File: src/rtl/if_sequencer.sv
// Instruction fetch sequencer: owns the fetch PC and issues halfword reads
// over a req/ack handshake. Returned halfwords go into a circular queue, and
// complete 16/32/48-bit instructions are presented to decode with valid/ready.
// A redirect flushes the queue and restarts fetch. A request that is still
// in flight during a redirect is waited out (DROP) and its data is discarded.
module if_sequencer #(
    parameter int          QDEPTH   = 4,
    parameter logic [24:0] RESET_PC = 25'h0
) (
    input  logic        clk,
    input  logic        rst_n,
    input  logic        redirect_i,
    input  logic [24:0] redirect_pc_i,
    output logic        mem_req_o,
    output logic [24:0] mem_addr_o,
    input  logic        mem_ack_i,
    input  logic [15:0] mem_rdata_i,
    output logic        inst_valid_o,
    output logic [63:0] inst_o,
    output logic [1:0]  inst_len_o,
    output logic [24:0] inst_pc_o,
    input  logic        inst_ready_i
);

    localparam int PW = (QDEPTH > 1) ? $clog2(QDEPTH) : 1;
    localparam int CW = $clog2(QDEPTH + 1);

    typedef enum logic {RUN, DROP} state_t;

    state_t          state_reg, state_next;
    logic [24:0]     fpc_reg, fpc_next;
    logic [24:0]     head_pc_reg, head_pc_next;
    logic [PW-1:0]   head_ptr_reg, head_ptr_next;
    logic [PW-1:0]   tail_ptr_reg, tail_ptr_next;
    logic [CW-1:0]   count_reg, count_next;
    logic            req_reg, req_next;
    logic [24:0]     addr_reg, addr_next;

    logic [15:0]     queue_mem [QDEPTH];

    logic [PW-1:0]   hw_ptr  [3];
    logic [15:0]     hw_data [3];
    logic [1:0]      len_raw;
    logic [1:0]      need;
    logic            push;
    logic            pop;
    logic [CW-1:0]   pop_n;
    logic [24:0]     redir_pc;

    // Circular pointer advance by n slots (n <= 3 < 2*QDEPTH)
    function automatic logic [PW-1:0] ptr_add(input logic [PW-1:0] p, input logic [1:0] n);
        logic [PW:0] s;
        s = {1'b0, p} + (PW+1)'(n);
        if (s >= (PW+1)'(QDEPTH))
            s = s - (PW+1)'(QDEPTH);
        return s[PW-1:0];
    endfunction

    // The three halfwords starting at the queue head, zeroed beyond the
    // instruction length or the valid queue contents
    for (genvar gi = 0; gi < 3; gi++) begin : g_hw
        assign hw_ptr[gi]  = ptr_add(head_ptr_reg, 2'(gi));
        assign hw_data[gi] = queue_mem[hw_ptr[gi]];
        assign inst_o[16*gi +: 16] = ((count_reg > CW'(gi)) && (len_raw >= 2'(gi)))
                                     ? hw_data[gi] : 16'h0000;
    end
    assign inst_o[63:48] = 16'h0000;

    // Length decode of the head halfword
    always_comb begin
        len_raw = 2'd0;
        if ((hw_data[0][10:5] == 6'b110001) && (hw_data[0][15:11] == 5'b00000))
            len_raw = 2'd2;
        else if (hw_data[0][10:9] == 2'b11)
            len_raw = 2'd1;
    end

    assign need         = len_raw + 2'd1;
    assign inst_len_o   = (count_reg != '0) ? len_raw : 2'd0;
    assign inst_pc_o    = head_pc_reg;
    assign inst_valid_o = (count_reg >= CW'(need)) && !redirect_i;

    assign push     = req_reg && mem_ack_i && (state_reg == RUN) && !redirect_i;
    assign pop      = inst_valid_o && inst_ready_i;
    assign pop_n    = pop ? CW'(need) : '0;
    assign redir_pc = redirect_pc_i & ~25'h1;

    assign mem_req_o  = req_reg;
    assign mem_addr_o = addr_reg;

    // Next-state: queue bookkeeping, fetch PC and request generation
    always_comb begin
        state_next    = state_reg;
        fpc_next      = fpc_reg;
        head_pc_next  = head_pc_reg;
        head_ptr_next = head_ptr_reg;
        tail_ptr_next = tail_ptr_reg;
        count_next    = count_reg;
        req_next      = req_reg;
        addr_next     = addr_reg;
        case (state_reg)
            RUN: begin
                if (redirect_i) begin
                    count_next    = '0;
                    head_ptr_next = '0;
                    tail_ptr_next = '0;
                    fpc_next      = redir_pc;
                    head_pc_next  = redir_pc;
                    if (req_reg && !mem_ack_i) begin
                        // old request must stay stable until it is acked
                        state_next = DROP;
                    end else begin
                        req_next  = 1'b1;
                        addr_next = redir_pc;
                    end
                end else begin
                    count_next = count_reg + CW'(push) - pop_n;
                    if (push) begin
                        fpc_next      = fpc_reg + 25'd2;
                        tail_ptr_next = ptr_add(tail_ptr_reg, 2'd1);
                    end
                    if (pop) begin
                        head_ptr_next = ptr_add(head_ptr_reg, need);
                        head_pc_next  = head_pc_reg + 25'({need, 1'b0});
                    end
                    req_next  = (count_next < CW'(QDEPTH));
                    addr_next = fpc_next;
                end
            end
            DROP: begin
                if (redirect_i) begin
                    fpc_next     = redir_pc;
                    head_pc_next = redir_pc;
                end
                if (mem_ack_i) begin
                    state_next = RUN;
                    req_next   = 1'b1;
                    addr_next  = fpc_next;
                end
            end
            default: state_next = RUN;
        endcase
    end

    // Control state registers
    always_ff @(posedge clk or negedge rst_n) begin
        if (!rst_n) begin
            state_reg    <= RUN;
            fpc_reg      <= RESET_PC;
            head_pc_reg  <= RESET_PC;
            head_ptr_reg <= '0;
            tail_ptr_reg <= '0;
            count_reg    <= '0;
            req_reg      <= 1'b0;
            addr_reg     <= RESET_PC;
        end else begin
            state_reg    <= state_next;
            fpc_reg      <= fpc_next;
            head_pc_reg  <= head_pc_next;
            head_ptr_reg <= head_ptr_next;
            tail_ptr_reg <= tail_ptr_next;
            count_reg    <= count_next;
            req_reg      <= req_next;
            addr_reg     <= addr_next;
        end
    end

    // Queue storage; contents are meaningless once count is cleared
    always_ff @(posedge clk) begin
        if (push)
            queue_mem[tail_ptr_reg] <= mem_rdata_i;
    end

endmodule

File: config.mk
export PLATFORM = sky130hd
export DESIGN_NAME = if_sequencer
export DESIGN_NICKNAME = d
export VERILOG_FILES = /design/src/rtl/if_sequencer.sv
export SDC_FILE = /design/constraint.sdc
export NUM_CORES = 1
export LEC_CHECK = 0
export ABC_AREA = 1
export CORE_ASPECT_RATIO = 0.6
export CORE_MARGIN = 5
export CORE_UTILIZATION = 57
export CTS_CLUSTER_DIAMETER = 40
export DETAILED_ROUTE_END_ITERATION = 7
export PLACE_DENSITY = 0.94
export SLEW_MARGIN = 10
export SYNTH_ARGS = -nofsm -noshare
export SYNTH_HDL_FRONTEND = slang
export SYNTH_SLANG_ARGS = --single-unit
File: constraint.sdc
create_clock -name clk -period 7.23 [get_ports clk]
set_input_delay 1.0845 -clock clk [delete_from_list [all_inputs] [get_ports clk]]
set_output_delay 1.0845 -clock clk [all_outputs]
set_load 0.01 [all_outputs]
# After elaboration in Yosys (flattened, before gate mapping)
# Memory sizes are Yosys's and may differ from the RTL's.
# Cells that the tools add are included.
# W data, S select, Z words.
# classes
shift	0
eq_ne	6
n_mux	39
bitwise_logic	1
mul	0
n_addsub	14
reduce_logical	20
magnitude_cmp	13
n_div	0
# ops
operator	n
$mux W25	9
$pmux W25 S2	3
$mux W16	3
$add A25 B2 Y25 const B	1
$add A25 B3 Y25	1
$mux W2	12
$ge A3 B3 Y1 const B	4
$logic_and A1 B1 Y1	10
$sub A2 B1 Y2 const B	5
$mux W1	9
$reduce_and A2 Y1	4
$add A2 B1 Y3 const B	2
$eq A6 B6 Y1 const B	1
$gt A3 B1 Y1 const B	2
$ne A3 B3 Y1 const B	2
$logic_not A5 Y1	1
$ge A2 B1 Y1 const B	2
$ne A2 B2 Y1 const B	2
$pmux W1 S2	2
$reduce_bool A2 Y1	2
$add A2 B2 Y3	1
$add A2 B2 Y3 const B	1
$add A3 B1 Y3	1
$ge A2 B3 Y1 const B	1
11 further kinds	12
# word_totals
romBits	0
register_bits	84
latchBits	0
mem_bits_rw	64
memories	1
input_bits	46
wordCells	102
# mem_list
name	words	word_bits	read_ports	rd_ports_with_merged_regs	wr	line	source
queue_mem	4	16	3	0	1	39	logic [15:0] queue_mem [QDEPTH];

# Logic depth before layout (Yosys ltp)
# Gate-level depths: netlist (run 1).
# An unclocked memory read counts as a cell.
# depth
word_depth	15
ltp_mapped	25
depth_no_buf	24

# Worst setup path before layout (run 1)
# OpenSTA, ideal clock, no wires.
# synth_timing
path_type	register to register
startpoint	register head_ptr_reg[0]
endpoint	register req_reg (netlist: mem_req_o)
synth_period_minus_slack_ns	3.384
setup_ns	0.120
stages_incl_launch_ff	24
setup_slack_ns	3.846
t_arrival_ns	3.264
n_path_buf	2
path_cell_list	dfrtp_1 -> buf_6 -> buf_8 -> nand2_1 -> o21ai_1 -> o21ai_2 -> nand2_4 -> nor2_4 -> nand3_1 -> nand2_1 -> ha_1 -> o21ai_0 -> nand3_1 -> nand3_1 -> a21oi_1 -> ha_1 -> inv_1 -> ha_1 -> inv_1 -> fa_1 -> xnor2_1 -> nand2_1 -> o21ai_0 -> inv_1
# synth_between
elab_chain_cells	15
elab_cells_between_ends	19
classes_between	add/sub (3); order compare (3); eq/ne (2); mux (6); reduce/logical (4); memory (1)
# synth_rtl
item	line	source
start, declared	33	logic [PW-1:0] head_ptr_reg, head_ptr_next;
start signal, assigned	160	head_ptr_reg <= head_ptr_next;
$ge A2 B3 Y1 or $sub A2 B1 Y2 (tied branches)	54, 55	
$mux W2 *	54	if (s >= (PW+1)'(QDEPTH))
$mem_v2 Z4 W16 *	n/a	
$eq A6 B6 Y1 (tied with other cells)	72	if ((hw_data[0][10:5] == 6'b110001) && (hw_data[0][15:11] == 5'b00000))
$logic_and A1 B1 Y1 or $mux W1 (tied branches)	72, 74	
$mux W2 *	72	
$add A2 B1 Y2 *	78	assign need = len_raw + 2'd1;
$ge A3 B2 Y1	81	assign inst_valid_o = (count_reg >= CW'(need)) && !redirect_i;
$logic_and A1 B1 Y1	81	
$logic_and A1 B1 Y1	84	assign pop = inst_valid_o && inst_ready_i;
$mux W2 *	85	assign pop_n = pop ? CW'(need) : '0;
$sub A3 B2 Y3 *	117	count_next = count_reg + CW'(push) - pop_n;
$lt A3 B3 Y1 *	126	req_next = (count_next < CW'(QDEPTH));
$mux W1 *	103	if (redirect_i) begin
$pmux W1 S2 *	101	case (state_reg)
end signal, assigned	163	req_reg <= req_next;
end, declared	36	logic req_reg, req_next;
# Every way passes the cells marked *; elsewhere a longest branch is shown, timed or not.
# A chain may end at the register's enable or synchronous reset.

# Worst setup path after layout (run 1)
# layout_timing
startpoint	register head_ptr_reg[0]
endpoint	output port inst_valid_o
# layout_between
elab_chain_cells	9
elab_cells_between_ends	13
classes_between	add/sub (2); order compare (2); eq/ne (2); mux (3); reduce/logical (3); memory (1)
# layout_rtl
item	line	source
$ge A2 B3 Y1 or $sub A2 B1 Y2 (tied branches)	54, 55	
$mux W2 *	54	
$mem_v2 Z4 W16 *	n/a	
$eq A6 B6 Y1 (tied with other cells)	72	
$logic_and A1 B1 Y1 or $mux W1 (tied branches)	72, 74	
$mux W2 *	72	
$add A2 B1 Y2 *	78	
$ge A3 B2 Y1 *	81	
$logic_and A1 B1 Y1 *	81	
end, declared	18	output logic inst_valid_o,
# Marks and branches as above.

==> results.toml, run 1 <==
[outcome]
status = "finished, final reports clean"

[clocking]
cts_root_buf = "clkbuf_16"
cts_buffer_depth = 2
clk_latency_ps = 430
cts_tree = "built"
cts_buffers = 17
path_clk_slew_ps = 70
cts_resized = 0
holdBufCountCts = 0
clock-sinks = 147
post_cts_buffers = 0
htreeDepth = 4

[place]
dp_hpwl_um = 17400
gp_congestion = 0.954
placed_area_mm2 = 0.0100
io_buffers = 145

[floorplan]
rows = 34
pin_count = 164
dieArea_mm2 = 0.0176
die_x_um = 168
core_mm2 = 0.0146
die_height_um = 105
start_util_pct = 58.6

[sta]
setup_viol = 0
skew_ps = 10.3
maxSlewViolCount = 0
grt_setup_unrepaired = "no"
slew_headroom_pct = 30.7
tightest_slew_ps = 1040
fin_setup_tns_ps = 0
fin_crit_ps = 4820
hold_viol = 0
max_freq_mhz = 207
fin_hold_ws_ps = 479
min_period_over_period_pct = 66.7

[cells_and_area]
antenna_cells = 0
largest_register_ffs = 64
layout-drive-gt1-share_pct = 6.69
syn2layout_area_growth_pct = 23.8
layout_common_cells = "nand2_1 (393), clkdlybuf4s50_1 (144), inv_1 (102)"
final_nets = 1288
layout_commonest_cell = "nand2_1"
postLayoutCellArea_mm2 = 0.0106

[critical_path]
start_kind = "register"
critPathCaptureType = "output pin"
cp_max_fo = 60
cp.required_ps = 6150
arrival_ps = 3740
path_class = "register to output pin"

[yosys]
syn_inst = 1096
synth_top_cell_area_share_pct = 24.3
ys_ff_latch = 147
syn_area_mm2 = 0.00854
ys_seq_area_share_pct = 46.8
ys_warn_count = 0
syn-mean-instance-area_um2 = 7.80
synthFlopType = "dfrtp_1"
synthArstFlopShare_pct = 56.5
synth_cell_types = 47
yosys.area.top_type = "dfrtp_1"
yosys-top-cells-area = "dfrtp_1 (24%), edfxtp_1 (22%), nand2_1 (17%), inv_1 (4.5%), nor2_1 (4.1%)"
synth-edff-count = 64

[pwr]
ir_drop_mv = 0.194
totalPowerFinal_mw = 3.64
p_per_area_mw_per_mm2 = 344
p_leak_nw = 4.68

[global_routing]
grt_start_max_net_pins = 84
antenna_found_initial = 0
grt_pass1_vias = 7588
grt.overflow.total = 0
track_usage_pct = 27.6
grt_pass1_wl_um = 38700

[route]
routed_via_density = 5.56
wl_per_cell_um = 17.1
drc = 0
routed_wl_um = 24600
drtIter0Drc = 1003
num_vias = 8002
ant_nets = 0
first_pass_iters = 6

[hold_path]
hold_class = "register to register"

[job]
drv_cap = 0
==> layer usage <==
metal | vias up | track usage [%] | wire length [µm]
met1 | 3723 | 40.0 | 10700
met2 | 438 | 40.5 | 10700
li1 | 3796 | - | -
met3 | 45 | 7.85 | 2790
met4 | 0 | 8.11 | 378
met5 | - | 0 | 0
==> stage by stage <==
stage	utilization, %	setup WS, ps	std cells
finish	72.5	2410	1438
CTS	72.5	2430	1438
global placement	68.6	2840	1406
global route	72.5	2180	1438
floorplan	-	3850	1112
detailed placement	68.6	2760	1406
==> area by class of cell <==
class | instances | area [µm²]
fillers | 1073 | 4010
repair buffers | 155 | 1520
well taps | 198 | 248
inverters | 109 | 409
clock inverters | 15 | 145
multi-input cells | 797 | 3830
clock buffers | 17 | 425
flip-flops and latches | 147 | 4000
==> worst paths after layout <==
| path | start | to | slack, ps | cells after the start |
|---|---|---|---|---|
| worst max-delay path | head_ptr_reg[0] | inst_valid_o | 2410 | 11 |
| worst min-delay path | mem_addr_o[18] | mem_addr_o[18] | 480 | 2 |
| worst max register to register | head_ptr_reg[0] | mem_req_o | 2790 | 21 |
| worst min register to register | mem_addr_o[18] | mem_addr_o[18] | 480 | 2 |
| max in group asynchronous | rst_n | inst_pc_o[3] | 5710 | 1 |
| min in group asynchronous | rst_n | mem_addr_o[15] | 830 | 1 |
==> worst max-delay path: stages (launching register included) <==
cell,delay (ps)
dfrtp_1,350
buf_4,500
inv_2,370
o21ai_2,250
o21ai_2,100
nor2_4,150
nand3_1,180
nand2_1,200
ha_1,260
o21ai_0,230
a31oi_1,190
clkdlybuf4s50_1,530
==> report_power, final <==
part | switching, mW | internal, mW
combinational | 0.997 | 0.642
sequential | 0.138 | 1.01
clock | 0.377 | 0.483
==> kinds of logic after synthesis <==
logic type      share of synthesized area (%)
simple gates                             30.0
buf+inv                                  9.14
compound gates                           10.2
flops                                    46.8
fa+ha+maj                                2.37
xor+xnor                                 1.02
mux                                     0.469
other cells                            0.0439
==> cell usage after synthesis (2+ instances only) <==
| cell type | instances |
|---|---|
| nand2_1 | 393 |
| inv_1 | 102 |
| nor2_1 | 94 |
| dfrtp_1 | 83 |
| o21ai_0 | 70 |
| edfxtp_1 | 64 |
| nand3_1 | 62 |
| clkbuf_1 | 22 |
| o21ai_1 | 21 |
| buf_4 | 18 |
| nor2_4 | 15 |
| a31oi_1 | 13 |
| ha_1 | 13 |
| nand4_1 | 12 |
| a21oi_1 | 10 |
| nor3_1 | 8 |
| buf_6 | 7 |
| o21ai_2 | 7 |
| o22ai_1 | 7 |
| buf_2 | 6 |
| inv_2 | 6 |
| xnor2_1 | 6 |
| a311oi_1 | 5 |
| o221ai_1 | 5 |
| a22oi_1 | 4 |
| buf_1 | 4 |
| mux2i_1 | 4 |
| nor2_2 | 4 |
| o211ai_1 | 4 |
| xor2_1 | 4 |
| nand3b_1 | 3 |
| buf_8 | 2 |
| fa_1 | 2 |
| nand2_2 | 2 |
| o21bai_1 | 2 |
No activity file was read; power rests on OpenSTA's default activity.
==> run 2, diff against run 1 <==
Settings changed: CORE_UTILIZATION 57 to 53, PLACE_DENSITY 0.94 to 0.88.
Clock period 7.23 ns to 4.58 ns, I/O delays scaled along.
==> run 2 against run 1 <==
Clock power rose by 58%. Core utilization down 4.2 points. Largest cell class unchanged. Largest power group unchanged. Sequential share of layout area decreased by 0.23 points. Clock skew decreased by 0.69 ps. Cell count up 0.76%. Power rose by 59%.
==> results.toml, run 2 (same netlist as run 1, synthesis figures left out) <==
[outcome]
status = "finished, final reports clean"

[critical_path]
cp.required_ps = 3890
crit_top_cell = "nand2_1"
cp_max_fo = 27
path_buf_inv = 3
path_class = "register to output pin"
cp_top_family = "buffers and inverters"
critPathCaptureType = "output pin"
max_stage_delay_ps = 550
arrival_ps = 3510
start_kind = "register"
path_cells = "inv_2 > buf_4 > nand2_1 > o21ai_0 > nand2_1 > nor2_4 > nand3_1 > nand2_1 > ha_1 > o21ai_0 > a31oi_1 > clkdlybuf4s50_1"
crit_path_top_delay_cell = "clkdlybuf4s50_1"

[clocking]
clock-sinks = 147
clk_latency_ps = 420
holdBufCountCts = 0
cts_root_buf = "clkbuf_16"
post_cts_buffers = 0
path_clk_slew_ps = 70
cts_buffers = 17
cts_resized = 0
htreeDepth = 4
cts_buffer_depth = 2
cts_tree = "built"

[cells_and_area]
largest_register_ffs = 64
final_core_util_pct = 68.3
seq_area_mm2 = 0.00400
layout-drive-gt1-share_pct = 7.22
postLayoutCellArea_mm2 = 0.0106
antenna_cells = 0
syn2layout_area_growth_pct = 24.6
layout_commonest_cell = "nand2_1"
multi_input_comb_area_mm2 = 0.00383
num-fill-cells = 1215
final_nets = 1294
layout_common_cells = "nand2_1 (393), clkdlybuf4s50_1 (144), inv_1 (102)"

[hold_path]
hold_class = "input pin to async pin"

[place]
dp_hpwl_um = 17500
placed_area_mm2 = 0.0101
dpl_worst_slack_ps = 643
gp_congestion = 0.970
io_buffers = 145

[floorplan]
die_x_um = 174
pin_count = 164
rows = 35
die_height_um = 108
core_mm2 = 0.0156
dieArea_mm2 = 0.0188
start_util_pct = 54.8

[sta]
min_period_over_period_pct = 91.5
fin_crit_ps = 4190
slew_headroom_pct = 28.1
setup_viol = 0
tightest_slew_ps = 1080
max_freq_mhz = 238
fin_setup_tns_ps = 0
skew_ps = 9.60
grt_setup_unrepaired = "no"
hold_viol = 0
maxSlewViolCount = 0
setup_ws_ps = 387

[route]
drtIter0Drc = 855
first_pass_iters = 6
routed_via_density = 5.53
ant_nets = 0
num_vias = 8006
drc = 0
wl_per_cell_um = 17.1
routed_wl_um = 24700

[global_routing]
track_usage_pct = 26.1
grt_pass1_vias = 7427
antenna_found_initial = 0
use_met1_pct = 38.3
grt.overflow.total = 0
globalRouteMet2Util_pct = 38.4
use_met3_pct = 6.74
grt_start_max_net_pins = 84
busiest_layer = "met2"
grt_pass1_wl_um = 38700

[pwr]
p_leak_nw = 4.71
ir_drop_mv = 0.336
p_per_area_mw_per_mm2 = 544

[job]
drv_cap = 0
-- run 2: cell count changes in the layout (fill, tap and decap cells not counted), sizes merged --
cell	change
clkbuf	+1
clkinvlp	-1
bufinv	-1
inv	+1
buf	+6
-- run 2: final cells by class --
| cell class | instances | area share (%) |
|---|---|---|
| Sequential cell | 147 | 37.6 |
| Timing Repair Buffer | 161 | 14.9 |
| Clock inverter | 14 | 1.26 |
| Inverter | 109 | 3.84 |
| Tap cell | 203 | 2.39 |
| Multi-Input combinational cell | 797 | 36.0 |
| Clock buffer | 18 | 4.12 |
-- run 2: report_power, final --
part	internal [mW]	switching (mW)
sequential	1.59	0.217
combinational	1.05	1.58
clock	0.737	0.623
-- run 2: path summary, 6_finish.rpt --
kind                            startpoint               to  slack (ps)  cells after the start
max                        head_ptr_reg[1]     inst_valid_o         390                     12
min                                  rst_n   mem_addr_o[12]         430                      1
max reg2reg                head_ptr_reg[1]        mem_req_o         500                     22
min reg2reg                 mem_addr_o[18]   mem_addr_o[18]         480                      2
max in group asynchronous            rst_n  head_ptr_reg[0]        3340                      1
min in group clk            mem_addr_o[18]   mem_addr_o[18]         480                      2
-- run 2: metrics by stage --
| step | hold slack, ps | cells | power, mW |
|---|---|---|---|
| floorplan | 391 | 1112 | 3.35 |
| global placement | 463 | 1417 | 4.32 |
| detailed placement | 464 | 1417 | 4.40 |
| CTS | 484 | 1449 | 5.77 |
| global route | 512 | 1449 | 6.15 |
| finish | 427 | 1449 | 5.79 |
-- run 2: layer usage --
layer	vias to the layer above	routed length (µm)	share of wire, %
li1	3803	-	-
met1	3681	11000	44
met2	480	10400	42
met3	42	2870	12
met4	0	417	1.7
met5	-	0	0
